--- config.mk ---
export PLATFORM = sky130hd
export DESIGN_NAME = uart_tx_fifo
export DESIGN_NICKNAME = d
export VERILOG_FILES = /design/src/rtl/uart_pkg.sv /design/src/rtl/uart_byte_fifo.sv /design/src/rtl/uart_tx_fifo.sv
export SDC_FILE = /design/constraint.sdc
export NUM_CORES = 1
export LEC_CHECK = 0
export CORE_MARGIN = 5
export CORE_UTILIZATION = 55
export DETAILED_ROUTE_END_ITERATION = 8
export PLACE_DENSITY_LB_ADDON = 0.3
export RECOVER_POWER = 50
export SYNTH_ARGS = -nofsm -noshare
export SYNTH_HDL_FRONTEND = slang
export SYNTH_SLANG_ARGS = --single-unit
--- constraint.sdc ---
create_clock -name baud -period 3.25 [get_ports baud]
set_clock_uncertainty 0.15 [all_clocks]
set_input_delay 0.8125 -clock baud [delete_from_list [all_inputs] [get_ports baud]]
set_output_delay 0.8125 -clock baud [all_outputs]
set_load 0.005 [all_outputs]
--- src/rtl/uart_pkg.sv ---
// ============================================================================
//  Module      : uart_pkg
//  Description : Shared UART definitions: parity encodings, transmitter FSM
//                state encoding and a frame-length helper.
//  Revision    : 1.0  initial release
// ============================================================================
`default_nettype none

package uart_pkg;

  // Parity selection encodings
  localparam int PARITY_NONE = 0;
  localparam int PARITY_EVEN = 1;
  localparam int PARITY_ODD  = 2;

  // FSM state width and encodings; the state names the bit driven on the next edge
  localparam int STATE_W = 2;
  typedef enum logic [STATE_W-1:0] {
    ST_IDLE = 2'd0,
    ST_DATA = 2'd1,
    ST_PAR  = 2'd2,
    ST_STOP = 2'd3
  } tx_state_t;

  // Number of line bits in one frame: start + data + optional parity + stop
  function automatic int frame_len(input int data_bits, input int parity, input int stop_bits);
    return 1 + data_bits + ((parity != PARITY_NONE) ? 1 : 0) + stop_bits;
  endfunction

endpackage

`default_nettype wire

--- src/rtl/uart_byte_fifo.sv ---
// ============================================================================
//  Module      : uart_byte_fifo
//  Description : Synchronous FIFO with push/pop, full/empty flags and an
//                occupancy count. Pointers wrap modulo DEPTH (power of 2).
//  Revision    : 1.0  initial release
// ============================================================================
`default_nettype none

module uart_byte_fifo #(
  parameter int WIDTH = 8,
  parameter int DEPTH = 4
) (
  input  logic                     clk,
  input  logic                     rst,
  input  logic                     i_push,
  input  logic [WIDTH-1:0]         i_data,
  input  logic                     i_pop,
  output logic [WIDTH-1:0]         o_data,
  output logic                     o_full,
  output logic                     o_empty,
  output logic [$clog2(DEPTH):0]   o_count
);

  localparam int             AW      = $clog2(DEPTH);
  localparam logic [AW:0]    C_DEPTH = DEPTH[AW:0];

  logic [WIDTH-1:0] r_mem [DEPTH];
  logic [AW-1:0]    r_wptr;
  logic [AW-1:0]    r_rptr;
  logic [AW:0]      r_count;
  logic             w_push;
  logic             w_pop;

  // A push while full or a pop while empty is dropped
  assign w_push  = i_push && !o_full;
  assign w_pop   = i_pop && !o_empty;
  assign o_full  = (r_count == C_DEPTH);
  assign o_empty = (r_count == '0);
  assign o_count = r_count;
  assign o_data  = r_mem[r_rptr];

  // Storage array; contents need no reset since count gates every read
  always_ff @(posedge clk) begin
    if (w_push) begin
      r_mem[r_wptr] <= i_data;
    end
  end

  // Pointers and occupancy; simultaneous push and pop leave count unchanged
  always_ff @(posedge clk) begin
    if (rst) begin
      r_wptr  <= '0;
      r_rptr  <= '0;
      r_count <= '0;
    end else begin
      if (w_push) r_wptr <= r_wptr + 1'b1;
      if (w_pop)  r_rptr <= r_rptr + 1'b1;
      case ({w_push, w_pop})
        2'b10:   r_count <= r_count + 1'b1;
        2'b01:   r_count <= r_count - 1'b1;
        default: r_count <= r_count;
      endcase
    end
  end

endmodule

`default_nettype wire

--- src/rtl/uart_tx_fifo.sv ---
// ============================================================================
//  Module      : uart_tx_fifo
//  Description : UART transmitter with a byte FIFO. Sends start, LSB-first
//                data, optional parity and stop bits, one bit per baud edge,
//                back-to-back while bytes are queued.
//  Revision    : 1.0  initial release
// ============================================================================
`default_nettype none

module uart_tx_fifo
  import uart_pkg::*;
#(
  parameter int DATA_BITS  = 8,
  parameter int FIFO_DEPTH = 4,
  parameter int PARITY     = 0,
  parameter int STOP_BITS  = 1
) (
  input  logic                          baud,
  input  logic                          rst,
  input  logic [DATA_BITS-1:0]          wr_data,
  input  logic                          wr_valid,
  output logic                          wr_ready,
  output logic                          tx,
  output logic                          busy,
  output logic [$clog2(FIFO_DEPTH):0]   count
);

  localparam int             BCW         = $clog2(DATA_BITS);
  localparam logic [BCW-1:0] C_LAST_BIT  = BCW'(DATA_BITS - 1);
  localparam logic           C_LAST_STOP = 1'(STOP_BITS - 1);

  tx_state_t            r_state, w_state_nxt;
  logic                 r_tx, w_tx_nxt;
  logic [DATA_BITS-1:0] r_shreg, w_shreg_nxt;
  logic                 r_par, w_par_nxt;
  logic [BCW-1:0]       r_bitcnt, w_bitcnt_nxt;
  logic                 r_stopcnt, w_stopcnt_nxt;

  logic                 w_pop;
  logic                 w_full;
  logic                 w_empty;
  logic [DATA_BITS-1:0] w_head;

  // Ready is withheld during reset and is not relieved by a same-edge pop
  assign wr_ready = !w_full && !rst;
  assign tx       = r_tx;
  assign busy     = (r_state != ST_IDLE) || !w_empty;

  uart_byte_fifo #(
    .WIDTH (DATA_BITS),
    .DEPTH (FIFO_DEPTH)
  ) u_fifo (
    .clk     (baud),
    .rst     (rst),
    .i_push  (wr_valid && wr_ready),
    .i_data  (wr_data),
    .i_pop   (w_pop),
    .o_data  (w_head),
    .o_full  (w_full),
    .o_empty (w_empty),
    .o_count (count)
  );

  // State, line and datapath registers; reset aborts any frame and idles the line
  always_ff @(posedge baud) begin
    if (rst) begin
      r_state   <= ST_IDLE;
      r_tx      <= 1'b1;
      r_shreg   <= '0;
      r_par     <= 1'b0;
      r_bitcnt  <= '0;
      r_stopcnt <= 1'b0;
    end else begin
      r_state   <= w_state_nxt;
      r_tx      <= w_tx_nxt;
      r_shreg   <= w_shreg_nxt;
      r_par     <= w_par_nxt;
      r_bitcnt  <= w_bitcnt_nxt;
      r_stopcnt <= w_stopcnt_nxt;
    end
  end

  // Next-state and next line bit; IDLE pops the head and launches the start bit
  always_comb begin
    w_state_nxt   = r_state;
    w_tx_nxt      = r_tx;
    w_shreg_nxt   = r_shreg;
    w_par_nxt     = r_par;
    w_bitcnt_nxt  = r_bitcnt;
    w_stopcnt_nxt = r_stopcnt;
    w_pop         = 1'b0;
    case (r_state)
      ST_IDLE: begin
        if (!w_empty) begin
          w_pop        = 1'b1;
          w_tx_nxt     = 1'b0;
          w_shreg_nxt  = w_head;
          w_par_nxt    = (PARITY == PARITY_ODD) ? ~^w_head : ^w_head;
          w_bitcnt_nxt = '0;
          w_state_nxt  = ST_DATA;
        end else begin
          w_tx_nxt = 1'b1;
        end
      end
      ST_DATA: begin
        w_tx_nxt     = r_shreg[0];
        w_shreg_nxt  = r_shreg >> 1;
        w_bitcnt_nxt = r_bitcnt + 1'b1;
        if (r_bitcnt == C_LAST_BIT) begin
          w_stopcnt_nxt = 1'b0;
          w_state_nxt   = (PARITY != PARITY_NONE) ? ST_PAR : ST_STOP;
        end
      end
      ST_PAR: begin
        w_tx_nxt      = r_par;
        w_stopcnt_nxt = 1'b0;
        w_state_nxt   = ST_STOP;
      end
      ST_STOP: begin
        w_tx_nxt      = 1'b1;
        w_stopcnt_nxt = r_stopcnt + 1'b1;
        if (r_stopcnt == C_LAST_STOP) begin
          w_state_nxt = ST_IDLE;
        end
      end
      default: begin
        w_tx_nxt    = 1'b1;
        w_state_nxt = ST_IDLE;
      end
    endcase
  end

endmodule

`default_nettype wire

==> run_results.csv, run 1 <==
group,metric,value,unit
logic_synthesis,synth-seq-cells,57,
finish,layout.nets,236,
logic_synthesis,yosysTopAreaCellShare,0.394,
finish,drive_gt1_frac,0.125,
placement,post-dp-hpwl,2840,µm
finish,post-route-util,0.651,
logic_synthesis,synth.avg_cell_area,12.8,µm²
drt,num_vias,1493,
sta,slew_headroom,0.240,
logic_synthesis,synth_edf_count,32,
finish,diodes,0,
grt,grt_pass1_wl,6980,µm
floorplan,ios,17,
sta,finalCriticalPeriod,3.12,ns
setup_path,crit_type,"primary input to output pin",
run_status,outcome,"finished clean",
power_and_ir_drop,power.internal,1.72,mW
logic_synthesis,synth_top_cell_by_area,"edfxtp_1",
power_and_ir_drop,leakagePower,1.03,nW
sta,setup_viol,0,
worst_hold_path,hold_path_end,"r_shreg[3]",
finish,fill_cells,331,
logic_synthesis,synth_ff_type,"edfxtp_1",
logic_synthesis,async_flop_share,0,
sta,tightest_slew,1.13,ns
cts,path_clk_slew,0.07,ns
setup_path,cp-start-kind,"primary input",
grt,grt_overflow,0,
cts,clk_path_buf_depth,2,
floorplan,initial_core_util,0.564,
floorplan,die_w,76.6,µm
placement,gp_congestion,0.736,
sta,rsz0062_at_grt,"false",
sta,holdWs,0.350,ns
cts,cts-htree-levels,3,
grt,grt_pass1_vias,1483,
logic_synthesis,ys_warn_count,0,
setup_path,r2r-end,"u_fifo.o_count[2]",
drt,drt_iter0_markers,126,
grt,grt_usage,0.155,
grt,grt_antenna_before_repair,0,
logic_synthesis,synthCells,190,
sta,slew_viol_final,0,
setup_path,cp.required,2.29,ns
drt,routed_wirelength,4160,µm
logic_synthesis,syn_area,2440,µm²
cts,cts.sinks,57,
power_and_ir_drop,power_frac_seq,0.385,
sta,period_share,0.959,
drt,vias_per_cell,5.57,
floorplan,coreArea,4320,µm²
power_and_ir_drop,pwr-share-clk,0.230,
drt,postRouteAntennaNets,0,
logic_synthesis,ys_types,33,
logic_synthesis,ys_seq_area_frac,0.599,
cts,ctsRootBufferMaster,"clkbuf_8",
flow_run,cap_violations,0,
logic_synthesis,synth.area.top_cells,"edfxtp_1, dfxtp_1, mux4_2",
power_and_ir_drop,p_per_area,944,nW/µm²
sta,fin_setup_tns,0,ns
power_and_ir_drop,power.switching,938,µW
sta,clock.fmax,0.321,GHz
cts,clock_latency,0.33,ns
grt,grt_max_degree,25,
power_and_ir_drop,comb_power_share,0.385,
power_and_ir_drop,swShare,0.352,
floorplan,die_h,76.6,µm
setup_path,r2r_cells,9,
finish,seq_area,1460,µm²
drt,drc,0,
finish,multiInputGateArea,911,µm²
floorplan,dieArea,5870,µm²
cts,cts_hold_buf,0,
setup_path,cp.arrival,2.15,ns
setup_path,reg2reg_setup_slack,0.74,ns
cts,cts_tree,"done",
floorplan,num_rows,24,
setup_path,critPathCaptureType,"output pin",
worst_hold_path,holdPathStages,2,
logic_synthesis,synthesis.nets,215,
worst_hold_path,hold_path.startpoint,"r_shreg[3]",
finish,area_growth_syn_to_layout,15.5,%
drt,wire_per_inst,15.5,µm
setup_path,crit_path_max_fanout,5,
setup_path,reg2reg_from,"u_fifo.o_count[0]",
worst_hold_path,hold_path_class,"flip-flop to flip-flop",
sta,hold_viol_final,0,
placement,port_buffers,16,
drt,first_pass_iters,4,
power_and_ir_drop,ir_worst_vdd,0.407,mV
cts,cts_buffers,9,
-- synth_stat cells, types with 3 or more instances --
cell type  count
edfxtp_1      32
dfxtp_1       25
nor2_1        21
a21oi_1       20
nand2_1       19
ha_1          13
xnor2_1       10
mux4_2         8
inv_1          6
and3_1         4
clkbuf_1       4
a32oi_1        3
o21ai_0        3
-- what timing repair did --
| item | 4_1_cts | 5_1_grt |
|---|---|---|
| setup endpoints to repair | 0 | 1 |
| resized for setup | 0 | 1 |
| setup buffers | 0 | 0 |
-- cell usage in the layout (no fill, tap or decap), types with 3 or more instances in the layout --
master and count:
a21oi_1 20, a32oi_1 3, and3_1 4, clkbuf_8 9, clkdlybuf4s50_1 7, clkinv_2 3
dfxtp_1 25, dlygate4sd3_1 9, edfxtp_1 32, ha_1 13, inv_1 6, mux4_2 8
nand2_1 19, nor2_1 21, o21ai_0 3, xnor2_1 10
-- sequential cells by signal, indices dropped and copies added (netlist names), named ones only --
name            cells
r_bitcnt            3
r_par               1
r_shreg             8
r_state             2
r_stopcnt           1
tx                  1
u_fifo.o_count      3
u_fifo.r_mem       32
u_fifo.r_rptr       2
u_fifo.r_wptr       2
-- worst max path at each step --
stage | slack (ns) | end | from | cells after the start
global route | 0.05 | wr_ready | rst | 4
CTS | 0.07 | busy | r_state[1] | 4
floorplan | 0.37 | u_fifo.o_count[2] | rst | 9
global placement | 0.21 | u_fifo.o_count[2] | rst | 9
finish | 0.13 | wr_ready | rst | 4
detailed placement | 0.13 | u_fifo.o_count[2] | rst | 9
-- metal layers --
layer	vias up	part of all wire	GRT usage
met5	-	0	0
met4	0	0.019	0.0874
met3	8	0.047	0.0520
met2	37	0.51	0.244
met1	722	0.42	0.187
li1	726	-	-
-- metrics by stage --
step           cell area (µm²)  worst slack, ns  std cells  power [mW]
3_5_place_dp              2640            0.129        252        2.06
5_1_grt                   2820           0.0473        268        2.86
6_report                  2820            0.134        268        2.66
4_1_cts                   2820           0.0717        268        2.68
2_1_floorplan             2440            0.370        190        1.83
3_3_place_gp              2640            0.210        252        2.00
-- worst max-delay path, stage by stage --
cell and delay, ns:
clkdlybuf4s50_1 0.42, a21oi_1 0.18, clkbuf_1 0.21, clkdlybuf4s50_1 0.54
-- power by group through the flow --
stage | Clock [mW] | Combinational [mW] | Sequential [mW]
floorplan | 0 | 0.842 | 0.983
global placement | 0 | 0.968 | 1.03
detailed placement | 0 | 1.02 | 1.04
CTS | 0.628 | 1.02 | 1.03
global route | 0.669 | 1.15 | 1.05
finish | 0.612 | 1.02 | 1.02
-- cell type report --
cell class,instances,area share
Sequential cell,57,0.519
Multi-Input combinational cell,119,0.323
Timing Repair Buffer,18,0.0609
Clock buffer,9,0.0440
Tap cell,52,0.0231
Clock inverter,7,0.0218
Inverter,6,0.00800
-- kinds of logic (layout without fill, tap and decap cells) --
group,Yosys count,after routing,share of synthesized area
xor gates and xnor gates,12,12,0.0431
AOI/OAI and AO/OA,32,32,0.0806
muxes,10,10,0.0826
DFF,57,57,0.599
buffers and inverters,14,40,0.0272
adders and majority gates,14,14,0.0749
and+or+nand+nor,51,51,0.0924
(Power assumes the default switching activity.)
==> run 2: changes to the inputs <==
--- a/config.mk
+++ b/config.mk
@@ -12,4 +12,5 @@
 export RECOVER_POWER = 50
 export SYNTH_ARGS = -nofsm -noshare
 export SYNTH_HDL_FRONTEND = slang
+export SYNTH_HIERARCHICAL = 1
 export SYNTH_SLANG_ARGS = --single-unit
==> run 2 against run 1 <==
Effect of this change: via count is 1.8% lower; flip-flop and latch count stayed put; clock power is 38% higher; clock-buffer cell count stayed put; fmax is 9.2% higher; area after synthesis is 2.6% higher.
==> run_results.csv, run 2 <==
group,metric,value,unit
cts,clk_path_buf_depth,2,
logic_synthesis,ys_types,33,
drt,routed_wirelength,4190,µm
floorplan,die_h,77.5,µm
logic_synthesis,ys_warn_count,6,
cts,cts-htree-levels,3,
drt,first_pass_iters,4,
sta,slew_headroom,0.520,
worst_hold_path,holdPathStages,2,
sta,rsz0062_at_grt,"false",
floorplan,num_rows,24,
finish,fill_cells,322,
logic_synthesis,synth.most_common_cell,"edfxtp_1",
setup_path,cp_slowest_cell,"clkdlybuf4s50_1",
drt,vias_per_cell,5.60,
setup_path,path_common_cell,"clkdlybuf4s50_1",
finish,diodes,0,
worst_hold_path,hold_path.startpoint,"r_bitcnt[0]",
finish,drive_gt1_frac,0.138,
cts,cts_setup_buffers,0,
grt,grt_overflow,0,
logic_synthesis,synthesis.nets,207,
setup_path,cp.arrival,1.89,ns
setup_path,crit_type,"primary input to output pin",
power_and_ir_drop,ir_worst_vdd,0.578,mV
finish,layout_commonest_cell,"edfxtp_1",
logic_synthesis,yosysTopAreaCellShare,0.384,
sta,slew_viol_final,0,
floorplan,dieArea,6000,µm²
logic_synthesis,ys_seq_area_frac,0.584,
sta,hold_viol_final,0,
setup_path,r2r-end,"u_fifo/o_count[2]",
setup_path,slowest_delay,0.52,ns
setup_path,cp-start-kind,"primary input",
logic_synthesis,synth_ff_type,"edfxtp_1",
drt,drc,0,
power_and_ir_drop,p_per_area,787,nW/µm²
worst_hold_path,hold_path_end,"r_bitcnt[0]",
grt,grt_antenna_before_repair,0,
logic_synthesis,async_flop_share,0,
setup_path,critPathCaptureType,"output pin",
drt,drt_iter0_markers,62,
floorplan,coreArea,4380,µm²
drt,num_vias,1466,
grt,grt_pass1_wl,7020,µm
cts,post_cts_resized,0,
sta,period_share,0.878,
grt,grt_usage,0.153,
floorplan,die_w,77.5,µm
setup_path,reg2reg_setup_slack,0.44,ns
floorplan,ios,17,
sta,finalCriticalPeriod,2.85,ns
finish,area_growth_syn_to_layout,17.8,%
finish,mostFrequentLayoutCells,"edfxtp_1, dfxtp_1, nor2_1, ha_1",
logic_synthesis,synth_edf_count,32,
finish,layout.nets,229,
finish,reg.largest.list,"u_fifo/r_mem: 32 flops, r_shreg: 8 flops",
floorplan,initial_core_util,0.571,
logic_synthesis,synthCells,183,
grt,grt_pass1_vias,1518,
cts,clock_latency,0.32,ns
power_and_ir_drop,leakagePower,1.05,nW
logic_synthesis,synth.area.top_cells,"edfxtp_1, dfxtp_1, mux4_2",
sta,tightest_slew,0.720,ns
cts,path_clk_slew,0.07,ns
logic_synthesis,synth_common_cells,"edfxtp_1, dfxtp_1, nor2_1",
placement,gp_congestion,0.756,
drt,postRouteAntennaNets,0,
cts,cts_hold_buf,0,
placement,port_buffers,16,
finish,largest_register_ffs,32,
setup_path,reg2reg_from,"r_state[0]",
cts,cts_tree,"done",
cts,cts_buffers,9,
finish,regMostFlops,"u_fifo/r_mem",
run_status,outcome,"finished clean",
cts,cts.sinks,57,
flow_run,cap_violations,0,
setup_path,r2r_cells,11,
cts,ctsRootBufferMaster,"clkbuf_8",
grt,grt_max_degree,26,
logic_synthesis,synth-seq-cells,57,
finish,post-route-util,0.672,
sta,clock.fmax,0.350,GHz
sta,fin_setup_tns,0,ns
sta,setup_viol,0,
placement,post-dp-hpwl,2840,µm
setup_path,cp.required,2.29,ns
setup_path,cp_cell_sequence,"clkdlybuf4s50_1 -> nor2_1 -> clkdlybuf4s50_1",
worst_hold_path,hold_path_class,"flip-flop to flip-flop",
logic_synthesis,synth.avg_cell_area,13.7,µm²
logic_synthesis,synth_top_cell_by_area,"edfxtp_1",
logic_synthesis,syn_area,2500,µm²
drt,wire_per_inst,16.0,µm
setup_path,crit_path_max_fanout,2,
==> run 2: changes by cell type after synthesis, sizes merged, moves of 3 or more <==
cell,change
and2,+4
a21oi,-14
and3,-4
a211oi,+7
xnor2,-3
mux2i,+10
inv,+5
clkbuf,-3
nand2,-16
==> run 2: kinds of logic (layout without fill, tap and decap cells) <==
| group | Yosys count | count (layout) | synth area share |
|---|---|---|---|
| compound gates | 26 | 26 | 0.0785 |
| xor+xnor | 10 | 10 | 0.0350 |
| fa+ha+maj | 13 | 13 | 0.0680 |
| buf+inv | 18 | 45 | 0.0305 |
| flops | 57 | 57 | 0.584 |
| mux | 19 | 19 | 0.116 |
| simple gates | 40 | 40 | 0.0880 |
==> run 2: area by class of cell <==
type	instances	area, µm²	share of cell area
repair buffers	18	171	0.0581
inverters	11	41.3	0.0140
well taps	52	65.1	0.0221
clock buffers	9	124	0.0420
multi-input cells	108	952	0.323
flip-flops and latches	57	1460	0.496
clock inverters	7	133	0.0450
==> run 2: worst max path at each step <==
stage	cells after the start	from	slack, ns	end
6_report	3	rst	0.40	wr_ready
5_1_grt	12	rst	0.29	u_fifo/o_count[2]
4_1_cts	3	rst	0.39	wr_ready
3_5_place_dp	12	rst	0.06	u_fifo/o_count[2]
3_3_place_gp	12	rst	0.21	u_fifo/o_count[2]
2_1_floorplan	12	rst	0.42	u_fifo/o_count[2]
==> run 2: power by group <==
part / internal, mW / leakage [nW] / switching, mW
registers: 0.839 / 0.495 / 0.0550
clock network: 0.580 / 0.128 / 0.265
logic: 0.264 / 0.428 / 0.315
==> run 2: stage by stage <==
| stage | setup WS, ns | power [mW] | instances | area (µm²) | hold slack [ns] |
|---|---|---|---|---|---|
| final | 0.396 | 2.32 | 262 | 2950 | 0.335 |
| after global routing | 0.290 | 2.45 | 262 | 2950 | 0.354 |
| after CTS | 0.390 | 2.36 | 262 | 2960 | 0.330 |
| after detailed placement | 0.0624 | 1.50 | 246 | 2710 | 0.319 |
| after global placement | 0.209 | 1.46 | 246 | 2710 | 0.306 |
| after floorplan | 0.417 | 1.36 | 183 | 2500 | 0.298 |
==> run 2: per-layer routing <==
metal	vias up	wire, µm	global-route usage
li1	709	-	-
met1	717	1850	0.180
met2	31	2100	0.254
met3	9	165	0.0544
met4	0	71	0.0653
met5	-	0	0
==> run 2: worst max-delay path, delay by kind of cell <==
family	cells	cell delay, ns
buffers and inverters	2	0.94
and+or+nand+nor	1	0.14
